`src/rtl/tdc_pkg.sv`:
```
`default_nettype none
// ============================================================================
// Module   : tdc_pkg
// Purpose  : Shared types and helper functions for the TDC thermometer
//            decoder: output-stage state encoding, popcount and bubble test.
// Revision : 1.0 - initial release
// ============================================================================
package tdc_pkg;

  // The helper functions work on a fixed-width word. Callers zero-extend
  // their thermometer word into it and pass the real width.
  localparam int THERM_MAX_W = 64;
  localparam int THERM_CNT_W = 7;

  typedef enum logic [0:0] {
    EMPTY = 1'b0,
    FULL  = 1'b1
  } out_state_e;

  // Number of set bits among the low `width` bits of `word`.
  function automatic logic [THERM_CNT_W-1:0] therm_count(
    input logic [THERM_MAX_W-1:0] word,
    input int                     width
  );
    logic [THERM_CNT_W-1:0] cnt;
    cnt = '0;
    for (int i = 0; i < THERM_MAX_W; i++) begin
      if ((i < width) && word[i]) begin
        cnt = cnt + THERM_CNT_W'(1);
      end
    end
    return cnt;
  endfunction

  // A stage that fired while the stage before it did not fire means that
  // the word is not a clean thermometer code.
  function automatic logic therm_bubble(
    input logic [THERM_MAX_W-1:0] word,
    input int                     width
  );
    logic bub;
    bub = 1'b0;
    for (int i = 1; i < THERM_MAX_W; i++) begin
      if ((i < width) && word[i] && !word[i-1]) begin
        bub = 1'b1;
      end
    end
    return bub;
  endfunction

endpackage : tdc_pkg
`default_nettype wire

```
`src/rtl/tdc_thermo_count.sv`:
```
`default_nettype none
// ============================================================================
// Module   : tdc_thermo_count
// Purpose  : Combinational popcount and bubble detection on a captured
//            thermometer word. Holds no state.
// Revision : 1.0 - initial release
// ============================================================================
module tdc_thermo_count
  import tdc_pkg::*;
#(
  parameter int NUM_STAGES = 10,
  parameter int CNT_W      = $clog2(NUM_STAGES + 1)
) (
  input  logic [NUM_STAGES-1:0] word,
  output logic [CNT_W-1:0]      count,
  output logic                  bubble
);

  logic [THERM_MAX_W-1:0] w_word;
  logic [THERM_CNT_W-1:0] w_count_full;
  logic                   w_unused_count_hi;

  // Zero padding above NUM_STAGES adds no set bits and creates no bubble.
  assign w_word       = THERM_MAX_W'(word);
  assign w_count_full = therm_count(w_word, NUM_STAGES);
  assign bubble       = therm_bubble(w_word, NUM_STAGES);

  // A count of at most NUM_STAGES always fits in CNT_W bits.
  assign count             = w_count_full[CNT_W-1:0];
  assign w_unused_count_hi = ^w_count_full[THERM_CNT_W-1:CNT_W];

endmodule : tdc_thermo_count
`default_nettype wire

```
`src/rtl/tdc_thermo_decoder.sv`:
```
`default_nettype none
// ============================================================================
// Module   : tdc_thermo_decoder
// Purpose  : Captures TDC thermometer words, converts them to stage counts,
//            flags bubble codes, and averages 2**AVG_LOG2 samples. Each
//            result is offered on a one-deep valid/ready output stage.
// Revision : 1.0 - initial release
// ============================================================================
module tdc_thermo_decoder
  import tdc_pkg::*;
#(
  parameter int NUM_STAGES = 10,
  parameter int AVG_LOG2   = 2,
  parameter int CNT_W      = $clog2(NUM_STAGES + 1)
) (
  input  logic                  clk,
  input  logic                  reset,
  input  logic [NUM_STAGES-1:0] stage_delays,
  input  logic                  sample_valid,
  input  logic                  clear_flags,
  output logic [CNT_W-1:0]      last_code,
  output logic [CNT_W-1:0]      avg_code,
  output logic                  out_valid,
  input  logic                  out_ready,
  output logic                  bubble_seen,
  output logic                  overflow
);

  // The accumulator holds up to 2**AVG_LOG2 counts of at most 2**CNT_W-1,
  // so the group sum never wraps.
  localparam int ACC_W = CNT_W + AVG_LOG2;

  logic [NUM_STAGES-1:0] r_cap;
  logic                  r_cap_v;
  logic                  r_last_v;
  logic [ACC_W-1:0]      r_acc;
  logic [AVG_LOG2-1:0]   r_cnt;
  out_state_e            r_st;
  out_state_e            w_st_next;

  logic [CNT_W-1:0]      w_count;
  logic                  w_bubble;
  logic [ACC_W-1:0]      w_sum;
  logic                  w_done;
  logic [CNT_W-1:0]      w_result;
  logic                  w_load;
  logic                  w_ovf_evt;

  tdc_thermo_count #(
    .NUM_STAGES (NUM_STAGES),
    .CNT_W      (CNT_W)
  ) u_count (
    .word   (r_cap),
    .count  (w_count),
    .bubble (w_bubble)
  );

  // Stage 1: capture the raw TDC word when a sample is offered.
  always_ff @(posedge clk or negedge reset) begin
    if (!reset) begin
      r_cap   <= '0;
      r_cap_v <= 1'b0;
    end else begin
      r_cap_v <= sample_valid;
      if (sample_valid) begin
        r_cap <= stage_delays;
      end
    end
  end

  // Stage 2: register the stage count of each captured word.
  always_ff @(posedge clk or negedge reset) begin
    if (!reset) begin
      last_code <= '0;
      r_last_v  <= 1'b0;
    end else begin
      r_last_v <= r_cap_v;
      if (r_cap_v) begin
        last_code <= w_count;
      end
    end
  end

  // Sticky bubble flag; a new bubble on a clearing edge keeps it set.
  always_ff @(posedge clk or negedge reset) begin
    if (!reset) begin
      bubble_seen <= 1'b0;
    end else if (r_cap_v && w_bubble) begin
      bubble_seen <= 1'b1;
    end else if (clear_flags) begin
      bubble_seen <= 1'b0;
    end
  end

  // The group completes on the sample that wraps the counter; the divide
  // is a truncating shift, taken as the upper bits of the running sum.
  assign w_sum    = r_acc + ACC_W'(last_code);
  assign w_done   = r_last_v && (r_cnt == '1);
  assign w_result = w_sum[ACC_W-1:AVG_LOG2];

  // Stage 3: accumulate counts, restarting the sum when a group completes.
  always_ff @(posedge clk or negedge reset) begin
    if (!reset) begin
      r_acc <= '0;
      r_cnt <= '0;
    end else if (r_last_v) begin
      r_cnt <= r_cnt + AVG_LOG2'(1);
      r_acc <= w_done ? '0 : w_sum;
    end
  end

  // Output stage state register.
  always_ff @(posedge clk or negedge reset) begin
    if (!reset) begin
      r_st <= EMPTY;
    end else begin
      r_st <= w_st_next;
    end
  end

  // Output stage next state: a pending result is never overwritten unless
  // the consumer takes it on the same edge; otherwise the new one is dropped.
  always_comb begin
    w_st_next = r_st;
    w_load    = 1'b0;
    w_ovf_evt = 1'b0;
    case (r_st)
      EMPTY: begin
        if (w_done) begin
          w_load    = 1'b1;
          w_st_next = FULL;
        end
      end
      FULL: begin
        if (out_ready && w_done) begin
          w_load = 1'b1;
        end else if (out_ready) begin
          w_st_next = EMPTY;
        end else if (w_done) begin
          w_ovf_evt = 1'b1;
        end
      end
      default: begin
        w_st_next = EMPTY;
      end
    endcase
  end

  // Result register, written only when the output stage takes a result.
  always_ff @(posedge clk or negedge reset) begin
    if (!reset) begin
      avg_code <= '0;
    end else if (w_load) begin
      avg_code <= w_result;
    end
  end

  // Sticky overflow flag; a new drop on a clearing edge keeps it set.
  always_ff @(posedge clk or negedge reset) begin
    if (!reset) begin
      overflow <= 1'b0;
    end else if (w_ovf_evt) begin
      overflow <= 1'b1;
    end else if (clear_flags) begin
      overflow <= 1'b0;
    end
  end

  assign out_valid = (r_st == FULL);

endmodule : tdc_thermo_decoder
`default_nettype wire

```
`config.mk`:
```
export PLATFORM = sky130hd
export DESIGN_NAME = tdc_thermo_decoder
export DESIGN_NICKNAME = d
export VERILOG_FILES = /design/src/rtl/tdc_pkg.sv /design/src/rtl/tdc_thermo_count.sv /design/src/rtl/tdc_thermo_decoder.sv
export SDC_FILE = /design/constraint.sdc
export NUM_CORES = 1
export LEC_CHECK = 0
export CORE_ASPECT_RATIO = 1.2
export CORE_MARGIN = 1
export CORE_UTILIZATION = 45
export DETAILED_ROUTE_END_ITERATION = 8
export GPL_TIMING_DRIVEN = 0
export PLACE_DENSITY = 0.69
export REMOVE_ABC_BUFFERS = 1
export SLEW_MARGIN = 20
export SYNTH_ARGS = -nofsm -noshare
export SYNTH_HDL_FRONTEND = slang
export SYNTH_HIERARCHICAL = 1
export SYNTH_SLANG_ARGS = --single-unit
```
`constraint.sdc`:
```
create_clock -name clk -period 5.3 [get_ports clk]
set_input_delay 1.59 -clock clk [delete_from_list [all_inputs] [get_ports clk]]
set_output_delay 1.59 -clock clk [all_outputs]
set_load 0.02 [all_outputs]
```
== Yosys cells after proc, flatten, opt, wreduce, memory -nomap -nowiden ==
Cells that the tools add are included.

* Output and inout port bits: 11
* Register bits: 31

* Reductions and logical operators: 23
* $add $sub $neg: 11
* Bitwise logic cells: 1
* Multiplexer cells: 32
* Eq/ne operators: 1

{| class="wikitable"
|+ Operators with widths
! kind !! number
|-
| 2-to-1 mux 4 bit || 9
|-
| adder 4 x 1 -> 4 bit (second input constant) || 8
|-
| 2-to-1 mux 1 bit || 20
|-
| logical AND 1 bit || 12
|-
| logical NOT 1 bit || 9
|-
| adder 6 x 4 -> 6 bit || 1
|-
| 2-to-1 mux 6 bit || 1
|-
| one-hot mux 1 bit (2 select lines) || 2
|-
| nonzero test 2 bit || 2
|-
| adder 1 x 1 -> 2 bit (second input constant) || 1
|-
| adder 2 x 1 -> 2 bit (second input constant) || 1
|-
| == test 2 bit (second input constant) || 1
|-
| inverter 1 bit || 1
|}

== Logic depth before layout (Yosys ltp) ==
* Depth after elaboration: 19
* Mapped depth: 30

== Modules after synthesis ==
The synthesis kept the hierarchy.

{| class="wikitable"
|+ Modules (own cells, without submodules)
! module !! instances !! sequential area each (um^2) !! cells each !! area an instance (um^2)
|-
| tdc_thermo_decoder || 1 || 775.7 || 105 || 1318.8
|-
| tdc_thermo_count || 1 || 0.0 || 110 || 897.1
|}

== Least setup slack after synthesis ==
OpenSTA, ideal clock, no wires.

* Path kind: register to register
* From: register r_cap[0]
* To: register last_code[3]
* Period minus slack after synthesis: 5547 ps
* Library setup time: 125 ps
* Data required time: 5175 ps
* Setup slack: -247 ps
* Stages on the path, launching flop included: 30
* Data arrival time: 5422 ps
* Path through: dfrtp_1 > inv_1 > ha_1 > xnor2_2 > inv_1 > ha_1 > nand2_1 > o31ai_4 > ha_1 > inv_1 > a21oi_1 > ha_1 > nor2b_1 > nor2_1 > o21a_1 > ha_1 > nand2_1 > o21ai_0 > ha_1 > inv_1 > a21oi_1 > o211ai_1 > inv_1 > ha_1 > xnor3_1 > xnor3_1 > nor3b_1 > o211ai_2 > xnor3_1 > mux2_2

* Word-level cells in the longest chain between the ends: 19

{| class="wikitable"
|+ Ends and longest elaborated chain
! item !! line !! RTL
|-
| start: declaration || tdc_thermo_decoder.sv:33 || <nowiki>logic [NUM_STAGES-1:0] r_cap;</nowiki>
|-
| start signal: assignment || tdc_thermo_decoder.sv:66 || <nowiki>r_cap <= stage_delays;</nowiki>
|-
| 2-to-1 mux 1 bit (*) || tdc_pkg.sv:28 || <nowiki>if ((i < width) && word[i]) begin</nowiki>
|-
| adder 1 x 1 -> 2 bit || tdc_pkg.sv:29 || <nowiki>cnt = cnt + THERM_CNT_W'(1);</nowiki>
|-
| 2-to-1 mux 4 bit (*) || tdc_pkg.sv:28 ||
|-
| adder 4 x 1 -> 4 bit || tdc_pkg.sv:29 ||
|-
| 2-to-1 mux 4 bit (*) || tdc_pkg.sv:28 ||
|-
| adder 4 x 1 -> 4 bit || tdc_pkg.sv:29 ||
|-
| 2-to-1 mux 4 bit (*) || tdc_pkg.sv:28 ||
|-
| adder 4 x 1 -> 4 bit || tdc_pkg.sv:29 ||
|-
| (+4 left out) || - ||
|-
| 2-to-1 mux 4 bit (*) || tdc_pkg.sv:28 ||
|-
| adder 4 x 1 -> 4 bit || tdc_pkg.sv:29 ||
|-
| 2-to-1 mux 4 bit (*) || tdc_pkg.sv:28 ||
|-
| adder 4 x 1 -> 4 bit || tdc_pkg.sv:29 ||
|-
| 2-to-1 mux 4 bit (*) || tdc_pkg.sv:28 ||
|-
| adder 4 x 1 -> 4 bit || tdc_pkg.sv:29 ||
|-
| 2-to-1 mux 4 bit (*) || tdc_pkg.sv:28 ||
|-
| named net w_count[3] || tdc_thermo_decoder.sv:41 || <nowiki>logic [CNT_W-1:0] w_count;</nowiki>
|-
| end signal: assignment || tdc_thermo_decoder.sv:79 || <nowiki>last_code <= w_count;</nowiki>
|-
| end: declaration || tdc_thermo_decoder.sv:21 || <nowiki>output logic [CNT_W-1:0] last_code,</nowiki>
|}

The timed path passes the listed nets; every way through them passes the cells marked *.
A chain may end at the register's enable or synchronous reset.

== Worst setup path after layout ==
Same ends and word-level chain as after synthesis.

==> impl_metrics.toml <==
[timing]
worst_tran_pin_value_ns = 0.528
finalSetupViolations = 0
timing_max_transition_violations_final = 0
layout_worst_path_cycle_share_pct = 96.0
layout_min_cycle_time_ns = 5.09
achievable_freq_mhz = 196
relSlewSlack_pct = 64.8
finalHoldViolations = 0
tns_ns = 0
worst_clock_skew_ns = 0.0105

[finish]
fillCellCount = 405
final_layout_size_suffix_gt1_share_pct = 23.2
finish.net_count = 279
layout_common_cells = "dfrtp_1 (30), clkdlybuf4s50_1 (24), nand2_1 (20), mux2_2 (16), inv_1 (13)"
diodes = 0
final_common_cell = "dfrtp_1"
layoutNonFillerInstCount = 308
area_delta_synth_final_pct = 23.8

[place]
routability_congestion_estimate = 0.773
hpwlAfterDp_um = 3020
placement.io_buffers = 25
placed_cells_incl_taps = 291

[clocking]
clock-root-buffer = "clkbuf_8"
cts_buffer_depth = 2
cts_hold_repair.buffers = 0
h-tree-depth = 2
cts_made_buffers = 5
clk_pin_slew_worst_paths_ns = 0.08
clock_sink_count = 31
cts_tree = "yes"
insertion_delay_to_the_later_sink_of_the_worst_skew_pair_ns = 0.28

[routing]
drt-initial-drc-count = 69
dr.pass1.iters = 4
final_antenna_net_count = 0
post_drt_via_cell_ratio = 5.32
routedWlPerCell_um = 14.2
total_detailed_routing_wirelength_um = 4380
routed-via-count = 1638
drt_drc_violations_left = 0

[yosys]
synth-edff-count = 0
yosys_reg_bits = 31
yosysUniqueCellTypes = 50
synthesis.instances = 215
synthesis.yosys.warnings = 6
ys_dominant_reg_cell = "dfrtp_1"
mean_cell_area_of_the_mapped_netlist_um2 = 10.3
synthesis.area_mm2 = 0.00222
share_of_synthesized_area_occupied_by_flip_flops_and_latches_pct = 35.0
async_flop_share_pct = 100

[floorplan]
floorplan.die_area_mm2 = 0.00521
floorplan.initialDensity_pct = 47.5
design.portCount = 26
core_region_area_mm2 = 0.00466
die_w_um = 66.1
die_height_um = 78.9
rows = 27

[global_route]
wire_length_of_the_first_global_routing_pass_um = 7380
grt_antenna_before_repair = 0
grt-ovfl-total = 0
grt_max_degree = 32
first_global_vias = 1561
groute.usage.overall_pct = 18.4

[setup_path]
worstSetupStartpointType = "flop"
crit_path_end_kind = "flop"
start_to_end_type_of_the_worst_setup_path = "reg -> reg"
cp_data_required_time_ns = 5.46
critical_path.slowest_cell = "dfrtp_1"
crit_path_max_fanout = 3
crit_family = "adder cells"
max_stage_delay_ns = 0.38
worstPathArrival_ns = 5.25
timing.critical_path.buf_inv = 4

[run]
timing.max_cap.violations = 0

[status]
status = "finished, final reports clean"

[power_and_ir_drop]
p_leak_nw = 1.20
cellPowerDensity_mw_per_mm2 = 555
irDropWorstVdd_v = 0.000375

[min_path]
hp-class = "reg -> reg"
==> registers in the layout, indices dropped and copies added (netlist names) <==
name / flops
r_cap: 10
out_valid: 1
overflow: 1
r_cnt: 2
avg_code: 4
r_cap_v: 1
last_code: 4
r_acc: 6
bubble_seen: 1
r_last_v: 1
==> per-layer routing <==
metal  share of wire, %  vias up  global-route usage, %
met4               0.71        0                   5.74
met5                  0        -                      0
li1                   -      814                      -
met2                 51       21                   30.5
met1                 45      801                   23.9
met3                2.6        2                   3.74
==> cell type report <==
| type | count | area, µm² | share of cell area, % |
|---|---|---|---|
| multi-input cells | 161 | 1390 | 50.5 |
| flip-flops and latches | 31 | 777 | 28.3 |
| repair buffers | 35 | 333 | 12.1 |
| clock buffers | 6 | 82.6 | 3.01 |
| well taps | 58 | 72.6 | 2.65 |
| inverters | 15 | 56.3 | 2.05 |
| clock inverters | 2 | 35.0 | 1.28 |
==> synthesized netlist by cell type, types with 2 or more instances <==
library cell | instances | area, µm²
o21ai_0 | 12 | 60.1
nor2_1 | 12 | 45.0
xnor3_1 | 3 | 67.6
buf_2 | 2 | 10.0
nor3_1 | 2 | 10.0
inv_1 | 15 | 56.3
xnor2_2 | 2 | 32.5
nor2b_1 | 4 | 25.0
a31o_2 | 2 | 17.5
nor3b_1 | 3 | 22.5
xor2_1 | 11 | 96.3
nand4_1 | 3 | 18.8
o211ai_1 | 2 | 15.0
mux2_2 | 16 | 180
dfrtp_1 | 31 | 776
ha_1 | 14 | 175
o22ai_1 | 4 | 25.0
a21oi_1 | 3 | 15.0
nand2b_1 | 5 | 31.3
xnor2_1 | 12 | 105
nand2_1 | 22 | 82.6
nand3_1 | 4 | 20.0
buf_4 | 3 | 22.5
clkbuf_1 | 2 | 7.51
==> power by group <==
| group | internal, mW | switching [mW] |
|---|---|---|
| Clock | 0.152 | 0.0902 |
| Sequential | 0.310 | 0.0696 |
| Combinational | 0.470 | 0.431 |
| Total | 0.932 | 0.591 |
==> metrics by stage <==
stage / power, mW / area [µm²] / util, % / worst slack (ns) / hold WS [ns]
after floorplan: 1.02 / 2160 / - / -0.266 / 0.445
after global placement: 1.21 / 2490 / 53.4 / -0.706 / 0.464
after detailed placement: 1.22 / 2500 / 53.7 / -0.697 / 0.465
after CTS: 1.50 / 2700 / 57.8 / 0.00183 / 0.479
after global routing: 1.64 / 2740 / 58.8 / -0.0283 / 0.494
final: 1.52 / 2740 / 58.8 / 0.210 / 0.476
==> path summary, 6_finish.rpt <==
check	startpoint	to	slack [ns]	cells past startpoint
max	r_cap[0]$_DFFE_PN0P_	last_code[3]$_DFFE_PN0P_	0.21	29
min	r_cnt[0]$_DFFE_PN0P_	r_cnt[0]$_DFFE_PN0P_	0.48	1
max reg2reg	r_cap[0]$_DFFE_PN0P_	last_code[3]$_DFFE_PN0P_	0.21	29
min reg2reg	r_cnt[0]$_DFFE_PN0P_	r_cnt[0]$_DFFE_PN0P_	0.48	1
max in group asynchronous	reset	r_cap[2]$_DFFE_PN0P_	3.87	2
min in group asynchronous	reset	r_cap[6]$_DFFE_PN0P_	1.25	2
==> cell families after synthesis <==
group | synth area share, %
fa+ha+maj | 8.81
mux | 8.13
flops | 35.0
xor+xnor | 17.1
buf+inv | 4.86
compound gates | 11.9
simple gates | 14.2
==> what timing repair did <==
action | 4_1_cts | 5_1_grt
endpoints found under the setup margin | 3 | 2
pin swaps | 7 | 5
resized for setup | 7 | 8
setup buffers | 7 | 2
No activity file was read; power rests on OpenSTA's default activity.
